`config.mk`:
```
export PLATFORM = sky130hd
export DESIGN_NAME = stopwatch_counter_flat
export DESIGN_NICKNAME = d
export VERILOG_FILES = /design/src/rtl/stopwatch_counter_if.sv /design/src/rtl/stopwatch_counter.sv /design/src/flat_wrapper.sv
export SDC_FILE = /design/constraint.sdc
export NUM_CORES = 1
export LEC_CHECK = 0
export BUFFER_PORTS_ARGS = -buffer_cell sky130_fd_sc_hd__buf_2
export CELL_PAD_IN_SITES_DETAIL_PLACEMENT = 1
export CELL_PAD_IN_SITES_GLOBAL_PLACEMENT = 1
export CORE_MARGIN = 2
export CORE_UTILIZATION = 42
export DETAILED_ROUTE_END_ITERATION = 6
export GPL_ROUTABILITY_DRIVEN = 1
export PLACE_DENSITY = 0.8
export SYNTH_ARGS = -nofsm -noshare
export SYNTH_HDL_FRONTEND = slang
export SYNTH_SLANG_ARGS = --single-unit
```
`constraint.sdc`:
```
create_clock -name clk -period 2.6 [get_ports clk]
set_input_delay 0.13 -clock clk [delete_from_list [all_inputs] [get_ports clk]]
set_output_delay 0.13 -clock clk [all_outputs]
set_load 0.02 [all_outputs]
```
`src/rtl/stopwatch_counter_if.sv`:
```
// stopwatch_counter_if: control pulses/levels in, BCD time digits out.
// master drives the controls, slave is the counter core.
interface stopwatch_counter_if;
  logic       tick_1hz;
  logic       tick_2hz;
  logic       pause_btn;
  logic       clr;
  logic       adj;
  logic       sel;
  logic [3:0] min_l;
  logic [3:0] min_r;
  logic [3:0] sec_l;
  logic [3:0] sec_r;
  logic       running;
  logic       rollover;

  modport master (
    output tick_1hz, tick_2hz, pause_btn,
    output clr, adj, sel,
    input  min_l, min_r, sec_l, sec_r,
    input  running, rollover
  );

  modport slave (
    input  tick_1hz, tick_2hz, pause_btn,
    input  clr, adj, sel,
    output min_l, min_r, sec_l, sec_r,
    output running, rollover
  );
endinterface

```
`src/rtl/stopwatch_counter.sv`:
```
// stopwatch_counter: MM:SS BCD time-keeping core with
// run/pause, clear and per-field adjust mode.
module stopwatch_counter #(
  parameter int MAX_MIN = 59
) (
  input logic          clk,
  input logic          rst_n,
  stopwatch_counter_if.slave sw
);

  typedef enum logic {
    PAUSED  = 1'b0,
    RUNNING = 1'b1
  } state_t;

  localparam logic [3:0] MAX_L = 4'(MAX_MIN / 10);
  localparam logic [3:0] MAX_R = 4'(MAX_MIN % 10);

  state_t     r_state;
  state_t     w_state_nx;
  logic [3:0] r_min_l, r_min_r, r_sec_l, r_sec_r;
  logic [3:0] w_min_l_nx, w_min_r_nx;
  logic [3:0] w_sec_l_nx, w_sec_r_nx;
  logic       r_roll, w_roll_nx;

  logic       w_min_max, w_sec_max;
  logic [3:0] w_min_l_inc, w_min_r_inc;
  logic [3:0] w_sec_l_inc, w_sec_r_inc;

  assign w_min_max = (r_min_l == MAX_L) &&
                     (r_min_r == MAX_R);
  assign w_sec_max = (r_sec_l == 4'd5) &&
                     (r_sec_r == 4'd9);

  // Seconds +1 in BCD, 59 wraps to 00.
  assign w_sec_r_inc = (r_sec_r == 4'd9) ? 4'd0
                     : r_sec_r + 4'd1;
  assign w_sec_l_inc = (r_sec_r != 4'd9) ? r_sec_l
                     : (r_sec_l == 4'd5) ? 4'd0
                     : r_sec_l + 4'd1;

  // Minutes +1 in BCD, MAX_MIN wraps to 00.
  assign w_min_r_inc = w_min_max          ? 4'd0
                     : (r_min_r == 4'd9)  ? 4'd0
                     : r_min_r + 4'd1;
  assign w_min_l_inc = w_min_max          ? 4'd0
                     : (r_min_r == 4'd9)  ? r_min_l + 4'd1
                     : r_min_l;

  // Next state/digits: clr beats adjust beats counting.
  always_comb begin
    w_state_nx = r_state;
    w_min_l_nx = r_min_l;
    w_min_r_nx = r_min_r;
    w_sec_l_nx = r_sec_l;
    w_sec_r_nx = r_sec_r;
    w_roll_nx  = 1'b0;
    if (sw.clr) begin
      w_state_nx = PAUSED;
      w_min_l_nx = 4'd0;
      w_min_r_nx = 4'd0;
      w_sec_l_nx = 4'd0;
      w_sec_r_nx = 4'd0;
    end else if (sw.adj) begin
      if (sw.tick_2hz) begin
        if (sw.sel) begin
          w_sec_l_nx = w_sec_l_inc;
          w_sec_r_nx = w_sec_r_inc;
        end else begin
          w_min_l_nx = w_min_l_inc;
          w_min_r_nx = w_min_r_inc;
        end
      end
    end else begin
      if (r_state == RUNNING && sw.tick_1hz) begin
        w_sec_l_nx = w_sec_l_inc;
        w_sec_r_nx = w_sec_r_inc;
        if (w_sec_max) begin
          w_min_l_nx = w_min_l_inc;
          w_min_r_nx = w_min_r_inc;
          w_roll_nx  = w_min_max;
        end
      end
      if (sw.pause_btn) begin
        w_state_nx = (r_state == RUNNING) ? PAUSED
                                          : RUNNING;
      end
    end
  end

  // Run/pause state register.
  always_ff @(posedge clk or negedge rst_n) begin
    if (!rst_n) r_state <= PAUSED;
    else        r_state <= w_state_nx;
  end

  // Digit and rollover registers.
  always_ff @(posedge clk or negedge rst_n) begin
    if (!rst_n) begin
      r_min_l <= 4'd0;
      r_min_r <= 4'd0;
      r_sec_l <= 4'd0;
      r_sec_r <= 4'd0;
      r_roll  <= 1'b0;
    end else begin
      r_min_l <= w_min_l_nx;
      r_min_r <= w_min_r_nx;
      r_sec_l <= w_sec_l_nx;
      r_sec_r <= w_sec_r_nx;
      r_roll  <= w_roll_nx;
    end
  end

  assign sw.min_l    = r_min_l;
  assign sw.min_r    = r_min_r;
  assign sw.sec_l    = r_sec_l;
  assign sw.sec_r    = r_sec_r;
  assign sw.running  = (r_state == RUNNING);
  assign sw.rollover = r_roll;

endmodule

```
`src/flat_wrapper.sv`:
```
// flat-port wrapper written by rule: the top's interface ports become plain ports
module stopwatch_counter_flat 
#(
  parameter int MAX_MIN = 59
)
  (clk, rst_n, sw_tick_1hz, sw_tick_2hz, sw_pause_btn, sw_clr, sw_adj, sw_sel, sw_min_l, sw_min_r, sw_sec_l, sw_sec_r, sw_running, sw_rollover);
  stopwatch_counter_if sw_i ();
  input logic clk;
  input logic rst_n;
  input wire logic [$bits(sw_i.tick_1hz)-1:0] sw_tick_1hz;
  input wire logic [$bits(sw_i.tick_2hz)-1:0] sw_tick_2hz;
  input wire logic [$bits(sw_i.pause_btn)-1:0] sw_pause_btn;
  input wire logic [$bits(sw_i.clr)-1:0] sw_clr;
  input wire logic [$bits(sw_i.adj)-1:0] sw_adj;
  input wire logic [$bits(sw_i.sel)-1:0] sw_sel;
  output wire logic [$bits(sw_i.min_l)-1:0] sw_min_l;
  output wire logic [$bits(sw_i.min_r)-1:0] sw_min_r;
  output wire logic [$bits(sw_i.sec_l)-1:0] sw_sec_l;
  output wire logic [$bits(sw_i.sec_r)-1:0] sw_sec_r;
  output wire logic [$bits(sw_i.running)-1:0] sw_running;
  output wire logic [$bits(sw_i.rollover)-1:0] sw_rollover;
  assign sw_i.tick_1hz = sw_tick_1hz;
  assign sw_i.tick_2hz = sw_tick_2hz;
  assign sw_i.pause_btn = sw_pause_btn;
  assign sw_i.clr = sw_clr;
  assign sw_i.adj = sw_adj;
  assign sw_i.sel = sw_sel;
  assign sw_min_l = sw_i.min_l;
  assign sw_min_r = sw_i.min_r;
  assign sw_sec_l = sw_i.sec_l;
  assign sw_sec_r = sw_i.sec_r;
  assign sw_running = sw_i.running;
  assign sw_rollover = sw_i.rollover;
  stopwatch_counter #(.MAX_MIN(MAX_MIN)) u_core (.clk(clk), .rst_n(rst_n), .sw(sw_i));
endmodule
```
==> results.toml, run 1 <==
[finish]
final_layout_size_suffix_gt1_frac = 0.261
layout_common_cells = "buf_2, dfrtp_1, o21ai_0"
n_antenna_cell = 0
layout_commonest_cell = "buf_2"
area_growth_pct = 16.2
nets = 149
fillers = 295

[sta]
fin_crit_sh = 0.734
hold_violations = 0
slew_viol_final = 0
max_freq_mhz = 524
rsz0062_at_grt = "false"
tightest_slew_ns = 0.431
fin_skew_ns = 0.00612
finalSetupTns_ns = 0
fin_crit_ns = 1.91
final-setup-viol-count = 0
layout_setup_ws_ns = 0.693
hold_slack_ns = 0.191
relSlewSlack = 0.713

[drt]
dr_total_vias = 929
wl_mm = 2.58
final_antenna_net_count = 0
drc = 0
drtIter0Drc = 8
viasPerCell = 5.66
wl_per_cell_um = 15.7
first_pass_iters = 4

[placed_design]
place_ws_ns = 0.693
place.gp.congestion = 0.810
dpl.hpwl_mm = 1.92
io_buffers = 25

[cts]
clkTransAtPathRegs_ns = 0.11
cts-root-buf = "clkbuf_4"
clk_path_buf_depth = 2
clkLatencyLatePin_ns = 0.29
numCtsBuffers = 3
ctsHtreeMaxLevel = 1
cts_tree = "done"
clock_sinks = 18
post_cts_buffers = 0

[synthesis]
ys.warnings.count = 0
async_flop_share = 1.00
synth_edf_count = 0
syn-num-nets = 123
synthFlopType = "dfrtp_1"
synth_cells = 109
ys_types = 35
yosys.area.top_type = "dfrtp_1"
syn_area_sq_mm = 0.00107
synth_top_area_frac = 0.420
syn_area_per_cell_sq_um = 9.85
synthTopCellsByArea = "dfrtp_1, ha_1, o21ai_0"
ys_seq_elements = 18
yosysSeqAreaShare = 0.420

[status]
status = "complete, no violations"

[floorplanning]
ios = 26
die-area_sq_mm = 0.00298
die_h_um = 54.6
start_util = 0.437
die_x_um = 54.6
coreArea_sq_mm = 0.00245
core.rowCount = 18

[setup_path]
required_ns = 2.82
crit_path_end_kind = "flop"
cp_data_arrival_time_ns = 2.13
worstSetupStartpointType = "flop"
path_max_fanout = 14
cp_top_family = "simple AND/OR/NAND/NOR gates"
critPathBufInv = 1
path_cells = "inv_1 > ha_1 > and3b_1 > a31oi_4 > or4_1 > a31oi_1"
slowest_stage = "or4_1"
crit_type = "flop to flop"
cp_slowest_stage_delay_ns = 0.50

[global_routing]
grt_use_total = 0.195
grt_pass1_wl_mm = 4.11
first_global_vias = 898
antenna_found_initial = 0
grt_max_degree = 22
overflow = 0

[power]
leakage_nw = 0.576
p_clk_frac = 0.284
p_int_mw = 0.430
pwr-share-seq = 0.518
p_sw_mw = 0.192
ir_worst_vdd_v = 0.000258
p_sw_frac = 0.309
p_comb_frac = 0.198
power_density_mw_per_mm2 = 499

[job]
maxCapViolCount = 0

[worst_hold_path]
min-delay-path-class = "input pin to flop"
==> repair_timing <==
item / 4_1_cts / 5_1_grt
endpoints found under the hold margin: 18 / 0
setup endpoints to repair: 0 / 0
gates resized for setup: 0 / 0
hold buffers: 1 / 0
==> final timing paths <==
kind	from	endpoint	slack, ns	cells past startpoint
max in group asynchronous	rst_n	u_core.sw.sec_r[3]$_DFFE_PN0P_	2.01	2
min reg2reg	u_core.sw.sec_r[3]$_DFFE_PN0P_	u_core.sw.sec_r[3]$_DFFE_PN0P_	0.52	1
min in group asynchronous	rst_n	u_core.sw.min_r[3]$_DFFE_PN0P_	0.29	2
min	sw_adj	u_core.sw.running$_DFFE_PN0P_	0.19	4
max	u_core.sw.sec_r[1]$_DFFE_PN0P_	u_core.sw.min_r[3]$_DFFE_PN0P_	0.69	6
max reg2reg	u_core.sw.sec_r[1]$_DFFE_PN0P_	u_core.sw.min_r[3]$_DFFE_PN0P_	0.69	6
==> Yosys cell counts, drive strengths merged (2+ instances only) <==
cell type	n
or4	5
dfrtp	18
a31oi	2
nor3	4
and3b	4
inv	5
ha	6
buf	4
nand2	4
nand3	4
o21ai	14
a21oi	4
o31ai	5
xnor2	2
nor2b	5
clkbuf	2
nor2	4
nor3b	2
or3	3
nand2b	4
==> power groups by stage <==
stage	sequential (mW)	combinational, mW	clock (mW)
3_5_place_dp	0.328	0.124	0
2_1_floorplan	0.346	0.0552	0
4_1_cts	0.323	0.126	0.184
6_report	0.322	0.123	0.177
5_1_grt	0.326	0.140	0.192
3_3_place_gp	0.325	0.119	0
==> kinds of logic (layout without fill, tap and decap cells) <==
kind of cell               count (synthesis)  after routing  synth area share
and+or+nand+nor                           42             42             0.246
AOI/OAI and AO/OA                         29             29             0.181
DFF                                       18             18             0.420
buffers and inverters                     11             36            0.0571
adders and majority gates                  6              6            0.0699
xor gates and xnor gates                   2              2            0.0163
muxes                                      1              1            0.0105
==> stage by stage <==
step | total power [mW] | instance area, sq um | util | std cells
2_1_floorplan | 0.401 | 1070 | - | 109
3_3_place_gp | 0.443 | 1200 | 0.489 | 159
3_5_place_dp | 0.453 | 1200 | 0.489 | 159
4_1_cts | 0.633 | 1250 | 0.508 | 164
5_1_grt | 0.658 | 1250 | 0.508 | 164
6_report | 0.622 | 1250 | 0.508 | 164
==> state kept, by name (all words and copies together), names as in the netlist <==
register,flops
u_core.sw.sec_r,4
u_core.sw.min_l,4
u_core.sw.running,1
u_core.sw.rollover,1
u_core.sw.min_r,4
u_core.sw.sec_l,4
==> layout make-up <==
cell class / instances / area (sq um) / area share
tap: 30 / 37.5 / 0.0301
timing repair buffer: 27 / 143 / 0.114
sequential: 18 / 450 / 0.361
clock buffer: 4 / 36.3 / 0.0291
multi-input combinational: 80 / 562 / 0.450
inverter: 5 / 18.8 / 0.0150
==> per-layer routing <==
layer | part of all wire | wire (um) | up-vias | track usage
met5 | 0 | 0 | - | 0
met4 | 0.0066 | 17 | 0 | 0.0667
met3 | 0.031 | 80 | 2 | 0.0301
met2 | 0.52 | 1350 | 14 | 0.343
met1 | 0.44 | 1130 | 465 | 0.241
li1 | - | - | 448 | -
==> worst register-to-register path: stages, from the launching register on <==
cell and delay (ns):
dfrtp_1 0.44, inv_1 0.08, ha_1 0.13, and3b_1 0.31, a31oi_4 0.21, or4_1 0.50
a31oi_1 0.17
Note: power is estimated with default switching activity, not from simulation.
==> inputs of run 2 (changes only) <==
--- a/config.mk
+++ b/config.mk
@@ -9,10 +9,10 @@
 export CELL_PAD_IN_SITES_DETAIL_PLACEMENT = 1
 export CELL_PAD_IN_SITES_GLOBAL_PLACEMENT = 1
 export CORE_MARGIN = 2
-export CORE_UTILIZATION = 42
+export CORE_UTILIZATION = 39
 export DETAILED_ROUTE_END_ITERATION = 6
 export GPL_ROUTABILITY_DRIVEN = 1
-export PLACE_DENSITY = 0.8
+export PLACE_DENSITY = 0.75
 export SYNTH_ARGS = -nofsm -noshare
 export SYNTH_HDL_FRONTEND = slang
 export SYNTH_SLANG_ARGS = --single-unit
==> constraint.sdc (replaced) <==
create_clock -name clk -period 1.9 [get_ports clk]
set_input_delay 0.095 -clock clk [delete_from_list [all_inputs] [get_ports clk]]
set_output_delay 0.095 -clock clk [all_outputs]
set_load 0.02 [all_outputs]
==> run 2 against run 1 <==
Compared with the run above: sequential share of layout area fell by 0.18 points; clock skew is 0.0020 ns lower; via count is 0.22% lower; global-route usage shrank 2.4 points; hold slack worse by 0.0026 ns; fmax increased by 6.9%; final cell count increased by 1.2%; cell area grew 0.50%; routed wire length is 3.9% lower; critical path depth decreased by 1; sequential power rose by 35%; largest cell class unchanged.
==> results.toml, run 2 (synthesis gave the netlist of run 1 again) <==
[drt]
viasPerCell = 5.58
drc = 0
final_antenna_net_count = 0
first_pass_iters = 4
wl_per_cell_um = 14.9
wl_mm = 2.48
drtIter0Drc = 32
dr_total_vias = 927

[power]
leakage_nw = 0.578
p_int_mw = 0.555
power_density_mw_per_mm2 = 648
ir_worst_vdd_v = 0.000396
pwr-share-seq = 0.535
p_sw_frac = 0.317
power_mw = 0.812
p_comb_frac = 0.225
p_sw_mw = 0.258
p_clk_frac = 0.240

[cts]
clkLatencyLatePin_ns = 0.30
post_cts_buffers = 0
cts-root-buf = "clkbuf_4"
ctsHtreeMaxLevel = 1
numCtsBuffers = 3
clk_path_buf_depth = 2
clkTransAtPathRegs_ns = 0.10
cts_tree = "done"
clock_sinks = 18

[worst_hold_path]
min-delay-path-class = "input pin to flop"

[job]
maxCapViolCount = 0

[global_routing]
overflow = 0
met1_usage = 0.217
grt_max_degree = 22
grt_use_total = 0.172
grt_pass1_wl_mm = 4.31
grt_use_met3 = 0.0207
grt.met2_usage = 0.299
first_global_vias = 931
grt-busiest-layer = "met2"
antenna_found_initial = 0

[sta]
rsz0062_at_grt = "true"
fin_crit_sh = 0.939
slew_viol_final = 0
max_freq_mhz = 560
fin_skew_ns = 0.00408
tightest_slew_ns = 0.426
final-setup-viol-count = 0
relSlewSlack = 0.716
fin_crit_ns = 1.78
hold_violations = 0

[status]
status = "complete, no violations"

[finish]
fillers = 318
fin_util = 0.467
area_growth_pct = 16.8
layout_commonest_cell = "buf_2"
final_layout_size_suffix_gt1_frac = 0.281
n_antenna_cell = 0
layout_common_cells = "buf_2, dfrtp_1, o21ai_0"
nets = 151

[floorplanning]
die_x_um = 56.5
die_h_um = 56.5
die-area_sq_mm = 0.00319
coreArea_sq_mm = 0.00269
core.rowCount = 19
ios = 26
start_util = 0.400

[setup_path]
path_max_fanout = 14
required_ns = 2.09
worstSetupStartpointType = "flop"
cp_data_arrival_time_ns = 1.97
crit_type = "flop to flop"
crit_path_end_kind = "flop"

[placed_design]
dpl.hpwl_mm = 1.83
place.gp.congestion = 0.773
io_buffers = 25
[run 2: changes by cell type in the layout (fill, tap and decap cells not counted), sizes merged]
cell	delta
buf	+2
clkbuf	-1
[run 2: power by group through the flow]
stage               registers [mW]  logic [mW]  clock network [mW]
finish                       0.435       0.183               0.195
global route                 0.438       0.208               0.217
CTS                          0.435       0.187               0.204
detailed placement           0.442       0.184                   0
global placement             0.439       0.179                   0
floorplan                    0.473      0.0756                   0
[run 2: what timing repair did]
item                                    4_1_cts  5_1_grt
endpoints found under the setup margin        0        6
endpoints found under the hold margin        18        0
hold buffers                                  1        0
gates resized for setup                       0        2
[run 2: worst paths after layout]
kind	slack, ns	start	end	cells past startpoint
max	0.12	u_core.sw.sec_l[0]$_DFFE_PN0P_	u_core.sw.min_l[3]$_DFFE_PN0P_	5
min	0.19	sw_adj	u_core.sw.running$_DFFE_PN0P_	4
max reg2reg	0.12	u_core.sw.sec_l[0]$_DFFE_PN0P_	u_core.sw.min_l[3]$_DFFE_PN0P_	5
min reg2reg	0.52	u_core.sw.sec_r[3]$_DFFE_PN0P_	u_core.sw.sec_r[3]$_DFFE_PN0P_	1
max in group asynchronous	1.35	rst_n	u_core.sw.sec_r[2]$_DFFE_PN0P_	2
min in group asynchronous	0.25	rst_n	u_core.sw.min_l[1]$_DFFE_PN0P_	2
[run 2: through the flow]
stage / instances / hold slack, ns / cell area (sq um) / worst slack, ns / setup TNS, ns
after CTS: 166 / 0.183 / 1250 / 0.0564 / 0
after global routing: 166 / 0.218 / 1250 / -0.0168 / -0.0168
after floorplan: 109 / -0.201 / 1070 / 0.0894 / 0
final: 166 / 0.189 / 1250 / 0.116 / 0
after detailed placement: 162 / 0.0613 / 1220 / 0.0653 / 0
after global placement: 162 / 0.0545 / 1220 / 0.146 / 0
[run 2: layout make-up]
cell class,count,area (sq um),share of cell area
repair buffers,29,158,0.126
inverters,5,18.8,0.0150
multi-input cells,80,566,0.451
flip-flops and latches,18,450,0.359
well taps,31,38.8,0.0309
clock buffers,3,22.5,0.0180
[run 2: worst max-delay path, stage by stage (launching register included)]
cell and delay [ns]:
dfrtp_1 0.45, ha_1 0.22, and3b_2 0.25, a31oi_4 0.32, nor3_1 0.10, mux2_1 0.32
[run 2: routing by layer]
metal / vias up / share of wire
li1: 453 / -
met1: 452 / 0.46
met2: 16 / 0.49
met3: 6 / 0.033
met4: 0 / 0.017
met5: - / 0
